--- config.mk ---
export PLATFORM = sky130hd
export DESIGN_NAME = serializer_rd_fsm
export DESIGN_NICKNAME = d
export VERILOG_FILES = /design/src/rtl/serializer_pkg.sv /design/src/rtl/serializer_rd_fsm_rd_timeout_ctr.sv /design/src/rtl/serializer_rd_fsm.sv
export SDC_FILE = /design/constraint.sdc
export NUM_CORES = 1
export LEC_CHECK = 0
export CAP_MARGIN = 30
export CORE_UTILIZATION = 45
export CTS_BUF_LIST = sky130_fd_sc_hd__clkbuf_2
export DETAILED_ROUTE_END_ITERATION = 7
export PLACE_DENSITY = 0.87
export SLEW_MARGIN = 10
export SYNTH_ARGS = -nofsm -noshare
export SYNTH_HDL_FRONTEND = slang
export SYNTH_SLANG_ARGS = --single-unit
--- constraint.sdc ---
create_clock -name clk -period 4.49 [get_ports clk]
set_input_delay 0.6735 -clock clk [delete_from_list [all_inputs] [get_ports clk]]
set_output_delay 0.6735 -clock clk [all_outputs]
set_load 0.02 [all_outputs]
--- src/rtl/serializer_pkg.sv ---
// Shared definitions for the protobuf serializer AXI read slave: FSM
// encodings, address windows, response codes and status-word layout.
package serializer_pkg;

  // One-hot read FSM states.
  typedef enum logic [4:0] {
    ST_INIT     = 5'b00001,
    ST_AR_READY = 5'b00010,
    ST_FETCH    = 5'b00100,
    ST_LOAD     = 5'b01000,
    ST_R_VALID  = 5'b10000
  } rd_state_e;

  // Decoded target of a read burst.
  typedef enum logic [1:0] {
    WIN_SEL_DATA   = 2'd0,
    WIN_SEL_STATUS = 2'd1,
    WIN_SEL_ERR    = 2'd2
  } win_sel_e;

  // araddr[15:8] values selecting each window.
  localparam logic [7:0] WIN_DATA   = 8'h05;
  localparam logic [7:0] WIN_STATUS = 8'h06;

  localparam logic [1:0] RESP_OKAY   = 2'b00;
  localparam logic [1:0] RESP_SLVERR = 2'b10;

  // Only full 32-bit beats are supported.
  localparam logic [2:0] SIZE_WORD = 3'b010;

  // Status-word bit positions.
  localparam int STAT_EMPTY_BIT       = 0;
  localparam int STAT_VARINT_FULL_BIT = 1;
  localparam int STAT_RAW_FULL_BIT    = 2;
  localparam int STAT_COUNT_LSB       = 16;
  localparam int STAT_COUNT_W         = 10;

  // Map an AR request onto a window; bad size always lands in ERR.
  function automatic win_sel_e decode_window(input logic [15:0] addr,
                                             input logic [2:0]  size);
    win_sel_e w;
    w = WIN_SEL_ERR;
    if (size == SIZE_WORD) begin
      if (addr[15:8] == WIN_DATA)        w = WIN_SEL_DATA;
      else if (addr[15:8] == WIN_STATUS) w = WIN_SEL_STATUS;
    end
    return w;
  endfunction

  // Assemble the status word from FIFO flags and fill level.
  function automatic logic [31:0] status_word(input logic [STAT_COUNT_W-1:0] count,
                                              input logic raw_full,
                                              input logic varint_full,
                                              input logic empty);
    logic [31:0] s;
    s = '0;
    s[STAT_COUNT_LSB +: STAT_COUNT_W] = count;
    s[STAT_RAW_FULL_BIT]              = raw_full;
    s[STAT_VARINT_FULL_BIT]           = varint_full;
    s[STAT_EMPTY_BIT]                 = empty;
    return s;
  endfunction

endpackage

--- src/rtl/serializer_rd_fsm_rd_timeout_ctr.sv ---
// Empty-FIFO wait counter: counts enabled cycles, clears on demand and
// flags the last cycle before the programmed limit is reached.
// LIMIT = 0 disables the terminal count (wait forever).
module rd_timeout_ctr #(
  parameter int LIMIT = 1023
) (
  input  logic clk,
  input  logic reset,
  input  logic en,
  input  logic clr,
  output logic tc
);

  localparam int CW = (LIMIT < 2) ? 1 : $clog2(LIMIT);

  logic [CW-1:0] cnt;

  // Wait counter: clear has priority; counting is frozen when disabled.
  always_ff @(posedge clk) begin
    if (reset || clr) begin
      cnt <= '0;
    end else if (en && (LIMIT != 0)) begin
      cnt <= cnt + CW'(1);
    end
  end

  // Terminal count on the cycle where the count reaches LIMIT-1.
  always_comb begin
    tc = 1'b0;
    if (LIMIT != 0) begin
      tc = en && (cnt == CW'(LIMIT - 1));
    end
  end

endmodule

--- src/rtl/serializer_rd_fsm.sv ---
// AXI4 read-channel slave for the protobuf serializer. DATA window reads
// pop the output FIFO one word per beat, STATUS window reads return FIFO
// flags/fill level, anything else answers SLVERR. An empty-FIFO timeout
// turns a starved beat into an SLVERR beat instead of stalling the bus.
//
// Handshakes: a transfer happens on a rising clk edge where valid and ready
// are both high; valid never waits on ready, and rdata/rresp/rid/rlast hold
// steady while rvalid is high and rready is low.
module serializer_rd_fsm
  import serializer_pkg::*;
#(
  parameter int EMPTY_TIMEOUT = 1023,
  parameter int CNT_W         = 10
) (
  input  logic             clk,
  input  logic             reset,
  input  logic [3:0]       axs_s0_arid,
  input  logic [15:0]      axs_s0_araddr,
  input  logic [7:0]       axs_s0_arlen,
  input  logic [2:0]       axs_s0_arsize,
  input  logic [1:0]       axs_s0_arburst,
  input  logic             axs_s0_arvalid,
  output logic             axs_s0_arready,
  output logic [3:0]       axs_s0_rid,
  output logic [31:0]      axs_s0_rdata,
  output logic [1:0]       axs_s0_rresp,
  output logic             axs_s0_rlast,
  output logic             axs_s0_rvalid,
  input  logic             axs_s0_rready,
  input  logic             out_fifo_empty,
  input  logic [31:0]      out_fifo_data,
  input  logic [CNT_W-1:0] out_fifo_count,
  output logic             out_fifo_pop,
  output logic             out_fifo_clr,
  input  logic             varint_in_fifo_full,
  input  logic             raw_data_in_fifo_full,
  output rd_state_e        state_dbg
);

  rd_state_e   state, state_d;
  win_sel_e    win_q;
  logic [3:0]  rid_q;
  logic [7:0]  beats_left;
  logic [31:0] rdata_q;
  logic [1:0]  rresp_q;

  logic        ar_fire;
  logic        dec_beat;
  logic        cap_en;
  logic [31:0] cap_data;
  logic [1:0]  cap_resp;
  win_sel_e    ar_win;
  logic        tmo_tc;
  logic [STAT_COUNT_W-1:0] count10;

  // Burst type and the in-window byte offset do not affect the response.
  logic unused_bits;
  assign unused_bits = ^{axs_s0_arburst, axs_s0_araddr[7:0]};

  assign ar_win  = decode_window(axs_s0_araddr, axs_s0_arsize);
  assign count10 = STAT_COUNT_W'(out_fifo_count);

  rd_timeout_ctr #(
    .LIMIT (EMPTY_TIMEOUT)
  ) u_timeout (
    .clk   (clk),
    .reset (reset),
    .en    ((state == ST_FETCH) && out_fifo_empty),
    .clr   (state != ST_FETCH),
    .tc    (tmo_tc)
  );

  // State register plus latched request fields and the registered R beat.
  always_ff @(posedge clk) begin
    if (reset) begin
      state      <= ST_INIT;
      win_q      <= WIN_SEL_ERR;
      rid_q      <= '0;
      beats_left <= '0;
      rdata_q    <= '0;
      rresp_q    <= RESP_OKAY;
    end else begin
      state <= state_d;
      if (state == ST_INIT) begin
        win_q      <= WIN_SEL_ERR;
        rid_q      <= '0;
        beats_left <= '0;
        rdata_q    <= '0;
        rresp_q    <= RESP_OKAY;
      end
      if (ar_fire) begin
        win_q      <= ar_win;
        rid_q      <= axs_s0_arid;
        beats_left <= axs_s0_arlen;
      end
      if (dec_beat) begin
        beats_left <= beats_left - 8'd1;
      end
      if (cap_en) begin
        rdata_q <= cap_data;
        rresp_q <= cap_resp;
      end
    end
  end

  // Next-state logic, FIFO pop/clear strobes and beat capture selection.
  always_comb begin
    state_d      = state;
    out_fifo_pop = 1'b0;
    out_fifo_clr = 1'b0;
    ar_fire      = 1'b0;
    dec_beat     = 1'b0;
    cap_en       = 1'b0;
    cap_data     = '0;
    cap_resp     = RESP_OKAY;
    case (state)
      ST_INIT: begin
        out_fifo_clr = 1'b1;
        state_d      = ST_AR_READY;
      end
      ST_AR_READY: begin
        if (axs_s0_arvalid) begin
          ar_fire = 1'b1;
          state_d = (ar_win == WIN_SEL_DATA) ? ST_FETCH : ST_LOAD;
        end
      end
      ST_FETCH: begin
        if (!out_fifo_empty) begin
          out_fifo_pop = 1'b1;
          cap_en       = 1'b1;
          cap_data     = out_fifo_data;
          state_d      = ST_R_VALID;
        end else if (tmo_tc) begin
          // Starved beat: answer with an error, the burst itself continues.
          cap_en   = 1'b1;
          cap_resp = RESP_SLVERR;
          state_d  = ST_R_VALID;
        end
      end
      ST_LOAD: begin
        cap_en = 1'b1;
        if (win_q == WIN_SEL_STATUS) begin
          cap_data = status_word(count10, raw_data_in_fifo_full,
                                 varint_in_fifo_full, out_fifo_empty);
        end else begin
          cap_resp = RESP_SLVERR;
        end
        state_d = ST_R_VALID;
      end
      ST_R_VALID: begin
        if (axs_s0_rready) begin
          if (beats_left == 8'd0) begin
            state_d = ST_AR_READY;
          end else begin
            dec_beat = 1'b1;
            state_d  = (win_q == WIN_SEL_DATA) ? ST_FETCH : ST_LOAD;
          end
        end
      end
      default: state_d = ST_INIT;
    endcase
  end

  assign axs_s0_arready = (state == ST_AR_READY);
  assign axs_s0_rvalid  = (state == ST_R_VALID);
  assign axs_s0_rlast   = (state == ST_R_VALID) && (beats_left == 8'd0);
  assign axs_s0_rid     = rid_q;
  assign axs_s0_rdata   = rdata_q;
  assign axs_s0_rresp   = rresp_q;
  assign state_dbg      = state;

endmodule

* Word-level counts from Yosys, hierarchy flattened
Index checks and enable logic that the tools add are counted.
Word-level totals: flip-flop bits (word level) 63, logic and storage cells 74, output and inout port bits 48, bits of input ports 82
Cells by class: add/sub/neg operators 2, reduce and logical (&&, ||, !) cells 11, muxes and demuxes 40, equal/unequal tests 14
Operator list (count):
- two-way mux 32 bit | 3
- one-hot mux 32 bit (2 select lines) | 1
- two-way mux 26 bit | 1
- one-hot mux 5 bit (5 select lines) | 1
- two-way mux 8 bit | 3
- two-way mux 2 bit | 10
- two-way mux 4 bit | 5
- two-way mux 5 bit | 4
- equality test 8 x 3 -> 1 bit, second input constant | 2
- adder 10 x 1 -> 10 bit, second input constant | 1
- equality test 10 bit, second input constant | 1
- two-way mux 1 bit | 10
- zero test 8 bit | 1
- subtractor 8 x 1 -> 8 bit, second input constant | 1
- equality test 5 x 1 -> 1 bit, second input constant | 1
- equality test 5 x 2 -> 1 bit, second input constant | 1
- equality test 5 x 3 -> 1 bit, second input constant | 1
- equality test 5 x 4 -> 1 bit, second input constant | 1
- equality test 5 bit, second input constant | 1
- inequality test 5 x 3 -> 1 bit, second input constant | 1
- zero test 2 bit | 2
- one-hot mux 2 bit (2 select lines) | 1
- nonzero test 2 bit | 2
- equality test 3 x 2 -> 1 bit, second input constant | 1
- 9 further kinds | 11

* Logic depth before layout (Yosys ltp)
depth after elaboration 8, mapped depth 7, depth with buffers taken out 6

* Cells and area by module
A second synthesis with hierarchy kept.
Second synthesis, totals: cells, all modules 316, area, all modules 2795.2 um^2
Modules (own cells, without submodules):
- serializer_rd_fsm | cells each 261, instances 1, area each 2322.2 um^2, sequential area each 1041.0 um^2
- rd_timeout_ctr | cells each 55, instances 1, area each 473.0 um^2, sequential area each 200.2 um^2

* Worst setup path after synthesis
No wires, ideal clock.
path kind register to output, from register state[3], in the netlist state_dbg[3], to output port out_fifo_pop, stages on the path, launching flop included 6, path buffers 2, required time 3.817 ns, arrival 1.491 ns, setup slack 2.325 ns, cell sequence dfxtp_1 > buf_2 > nor4_4 > nand2_1 > nor2_1 > buf_2
On the way: longest elaborated chain between the ends 2
RTL lines:
- start: declaration | line serializer_rd_fsm.sv:40 | rd_state_e state, state_d;
- start signal: assignment | line serializer_rd_fsm.sv:83 | state <= state_d;
- equality test 5 x 3 -> 1 bit | line serializer_rd_fsm.sv:116 | case (state)
- two-way mux 1 bit | line serializer_rd_fsm.sv:116
- end: declaration | line serializer_rd_fsm.sv:33 | output logic out_fifo_pop,
Every way passes these cells.

* Worst setup path in the final report
from register beats_left[2], to output port axs_s0_rlast
On the way: longest elaborated chain between the ends 2
RTL lines:
- start: declaration | line serializer_rd_fsm.sv:43 | logic [7:0] beats_left;
- start signal: assignment | line serializer_rd_fsm.sv:94 | beats_left <= axs_s0_arlen;
- start signal: assignment | line serializer_rd_fsm.sv:97 | beats_left <= beats_left - 8'd1;
- zero test 8 bit | line serializer_rd_fsm.sv:166 | assign axs_s0_rlast = (state == ST_R_VALID) && (beats_left == 8'd0);
- logical AND 1 bit | line serializer_rd_fsm.sv:166
- end: declaration | line serializer_rd_fsm.sv:27 | output logic axs_s0_rlast,
Every way passes these cells.

==> tab_implementation.tex <==
\begin{tabular}{lr}
\hline
Metric & Value \\
\hline
\multicolumn{2}{l}{\textbf{Logic synthesis}} \\
Count of flip-flops with a built-in enable after synthesis & 0 \\
Seq cells post-synth & 62 \\
Portion of netlist area occupied by mux cells & 0\% \\
Top-area cell type share of the netlist area & 44.7\% \\
Synth top area cells & sky130\_fd\_sc\_hd\_\_dfxtp\_1 (45\%), sky130\_fd\_sc\_hd\_\_a22o\_1 (6.3\%), sky130\_fd\_sc\_hd\_\_a22oi\_1 (4.6\%) \\
Post-Synth XOR/XNOR Area & 2.52\% \\
Portion of the post-synthesis area used by sequential elements & 44.7\% \\
Synthesized-area fraction occupied by ao, oa, aoi and oai cells & 28.1\% \\
Dominant combinational cell family by area after synthesis & compound AO/OA/AOI/OAI gates \\
Gate Count Post-Synth & 296 \\
Yosys warns & 0 \\
Number of distinct library cells after synthesis & 57 \\
Adder and majority gate portion of the synthesized area & 1.80\% \\
Share of synthesized flip-flops with an asynchronous set or reset & 0\% \\
Synthesized netlist net count & 382 \\
Area share of and/or/nand/nor cells after synthesis & 18.1\% \\
Primary FF master, synth & sky130\_fd\_sc\_hd\_\_dfxtp\_1 \\
Average cell area after synthesis & 9.38 µm² \\
Dominant cell type by area after synthesis & sky130\_fd\_sc\_hd\_\_dfxtp\_1 \\
Post-Syn Area & 0.00278 mm² \\
\multicolumn{2}{l}{\textbf{Clocking}} \\
Clock sink count & 62 \\
Root cell of the clock tree & sky130\_fd\_sc\_hd\_\_clkbuf\_2 \\
Number of buffers added to fix hold violations after cts & 0 \\
Clock tree from TritonCTS & built \\
Number of gates resized after cts & 0 \\
Maximum level of the CTS H-tree & 3 \\
Number of buffers inserted during clock tree synthesis & 9 \\
Later-pin clock latency in the skew report & 0.45 ns \\
Clock Pin Slew Worst Setup and Hold Paths & 0.16 ns \\
Setup Fix Bufs, Post-CTS & 0 \\
Maximum clock path buffer count & 2 \\
\multicolumn{2}{l}{\textbf{Timing}} \\
Endpoints failing setup & 0 \\
Worst clock skew on the final layout & 0.0223 ns \\
Max-slew violation total from the final report & 0 \\
Final setup slack of the worst path & 1.37 ns \\
Shortest clock period the worst path allows after layout & 3.12 ns \\
Worst hold slack after final layout & 0.482 ns \\
Worst rel slew slack & 53.0\% \\
Summed negative setup slack over all endpoints & 0 ns \\
Transition time at the pin with the least slew margin & 0.702 ns \\
Achievable frequency & 0.320 GHz \\
Final worst path period share & 69.6\% \\
Final hold violation count & 0 \\
RSZ-0062 raised after global routing & no \\
\multicolumn{2}{l}{\textbf{Route}} \\
Met1 wire length & 3220 µm \\
Number of vias per cell after detailed routing & 5.66 \\
DRC & 0 \\
Post-DRT Antenna Nets & 0 \\
Number of optimization iterations in the first detailed-route pass & 5 \\
Iteration-0 DRC count of the detailed router & 162 \\
WL met3 & 499 µm \\
Vias after detailed routing & 2,785 \\
Mean routed wirelength per cell & 15.2 µm \\
Met2 wirelength from detailed routing & 3630 µm \\
Wirelength, routed & 7500 µm \\
Uppermost layer routed & met4 \\
\multicolumn{2}{l}{\textbf{Global route}} \\
Largest net degree at the start of global routing & 34 \\
Leftover overflow at the end of global routing & 0 \\
Number of global-route vias before repair & 2,670 \\
Initial antenna violation count & 0 \\
Global-route usage over all layers & 24.0\% \\
Wire length of the first global-routing pass & 12,000 µm \\
\multicolumn{2}{l}{\textbf{Floorplanning}} \\
Io pins & 130 \\
Vertical die dimension & 80.6 µm \\
Core Rows & 28 \\
Overall die area & 0.00649 mm² \\
Core Region & 0.00592 mm² \\
Effective utilization at floorplan & 46.9\% \\
Horizontal die dimension & 80.6 µm \\
\multicolumn{2}{l}{\textbf{Final layout}} \\
Net count of the finished layout & 498 \\
Number of antenna repair diodes & 0 \\
Final design area excluding fillers & 0.00409 mm² \\
Ratio of cells with drive above 1 in the final layout & 6.24\% \\
Layout overhead on the synthesized area & 47.2\% \\
\multicolumn{2}{l}{\textbf{Placed design}} \\
DP Area & 0.00398 mm² \\
Detailed-placement wirelength estimate & 5520 µm \\
Post-Place Setup Slack & 1.53 ns \\
Final estimated routing congestion in global placement & 0.835 \\
Number of port buffers & 118 \\
\multicolumn{2}{l}{\textbf{Worst setup path}} \\
Startpoint of the lowest-slack register-to-register path & state\_dbg[2] \\
Critical path required time & 3.82 ns \\
Setup slack of the most critical reg-to-reg path & 2.47 ns \\
Buffers \& Inverters on Critical Path & 1 \\
Worst reg2reg path endpoint & axs\_s0\_rdata[4] \\
Startpoint Class & flip-flop \\
CP Data Arrival Time & 2.45 ns \\
CP Cell Sequence & nor4\_1 -> nand3\_1 -> nor2\_1 -> clkdlybuf4s50\_1 \\
Launching instance or port of the critical path & beats\_left[2] \\
Top cell family by delay on the critical path & simple AND/OR/NAND/NOR gates \\
Reg2reg path depth & 6 \\
Slowest cell delay on critical path & 0.64 ns \\
Slowest library cell on the worst path & sky130\_fd\_sc\_hd\_\_clkdlybuf4s50\_1 \\
Worst Path Class, Setup & flip-flop to output pin \\
Maximum fanout along the worst path & 7 \\
Crit end category & output pin \\
\multicolumn{2}{l}{\textbf{Worst hold path}} \\
Cell depth of the worst hold path & 1 \\
Path type of the worst min-delay path & flip-flop to flip-flop \\
Worst Hold Launch & axs\_s0\_rdata[17] \\
Worst Hold Path EP & axs\_s0\_rdata[17] \\
\multicolumn{2}{l}{\textbf{Flow run}} \\
Max-cap violation count & 0 \\
\multicolumn{2}{l}{\textbf{Power}} \\
Power per unit of standard cell area & 347 mW/mm² \\
Worst VDD drop & 0.000261 V \\
Leakage Power & 0.00144 µW \\
\multicolumn{2}{l}{\textbf{Outcome}} \\
Result of the run & completed \\
\hline
\end{tabular}
[logic make-up (layout without fill, tap and decap cells)]
group	after synthesis	in the layout
AOI/OAI and AO/OA	104	104
xor gates and xnor gates	8	8
adders and majority gates	4	4
buffers and inverters	25	146
DFF	62	62
other	1	1
and+or+nand+nor	92	92
[cell usage in the layout, fill, tap and decap left out, drive strengths merged, types with 7 or more instances in the layout]
master         count
clkbuf            11
xor2               7
a22o              20
nor2              24
o2bb2ai           13
o21ai             13
or3                7
nand2             18
dfxtp             62
a21oi             13
nand3             15
clkdlybuf4s50    118
a22oi             17
inv                7
[registers in the layout, indices dropped and copies added (netlist names)]
signal	flops
axs_s0_rdata	32
u_timeout.cnt	10
beats_left	8
state_dbg	5
axs_s0_rid	4
win_q	2
axs_s0_rresp	1
[Yosys cell counts (3+ instances only)]
cell	count
sky130_fd_sc_hd__xor2_1	7
sky130_fd_sc_hd__nand3_1	15
sky130_fd_sc_hd__buf_2	8
sky130_fd_sc_hd__and3_1	3
sky130_fd_sc_hd__a22oi_1	17
sky130_fd_sc_hd__nor3_1	3
sky130_fd_sc_hd__o21ai_0	13
sky130_fd_sc_hd__dfxtp_1	62
sky130_fd_sc_hd__a22o_1	20
sky130_fd_sc_hd__nand2_1	18
sky130_fd_sc_hd__or3_1	6
sky130_fd_sc_hd__inv_1	7
sky130_fd_sc_hd__clkbuf_1	4
sky130_fd_sc_hd__a21oi_1	13
sky130_fd_sc_hd__nor2_1	23
sky130_fd_sc_hd__o211ai_1	4
sky130_fd_sc_hd__buf_6	3
sky130_fd_sc_hd__o2bb2ai_1	13
sky130_fd_sc_hd__ha_1	4
sky130_fd_sc_hd__nor4_1	4
sky130_fd_sc_hd__a211oi_1	4
[layout make-up]
type,instances,area (µm²)
clock buffers,11,55.1
clock inverters,5,50.0
fillers,461,1830
inverters,8,30.0
multi-input cells,209,1410
flip-flops and latches,62,1240
well taps,75,93.8
repair buffers,122,1210
[per-layer routing]
layer / track usage, % / up-vias
met5: 0 / -
met4: 12.7 / 0
met3: 6.70 / 16
met2: 38.1 / 117
met1: 29.4 / 1294
li1: - / 1358
[worst max-delay path by stage]
| stage | to | slack [ns] | cells after the start |
|---|---|---|---|
| finish | axs_s0_rlast | 1.37 | 4 |
| floorplan | out_fifo_pop | 2.33 | 5 |
| CTS | axs_s0_rlast | 1.35 | 4 |
| global placement | out_fifo_pop | 1.52 | 4 |
| global route | axs_s0_rlast | 1.18 | 4 |
| detailed placement | out_fifo_pop | 1.53 | 4 |
[where the power goes]
group	leakage, µW	internal, µW	switching (µW)
registers	0.000500	575	40.2
clock network	0.0000670	129	190
logic	0.000876	208	277
total	0.00144	912	507
[stage by stage]
stage | utilization (%) | power, µW | instances
2_1_floorplan | - | 944 | 296
3_3_place_gp | 67.3 | 1090 | 476
3_5_place_dp | 67.3 | 1100 | 476
4_1_cts | 69.0 | 1420 | 492
5_1_grt | 69.0 | 1510 | 492
6_report | 69.0 | 1420 | 492
No activity file was read; power rests on OpenSTA's default activity.
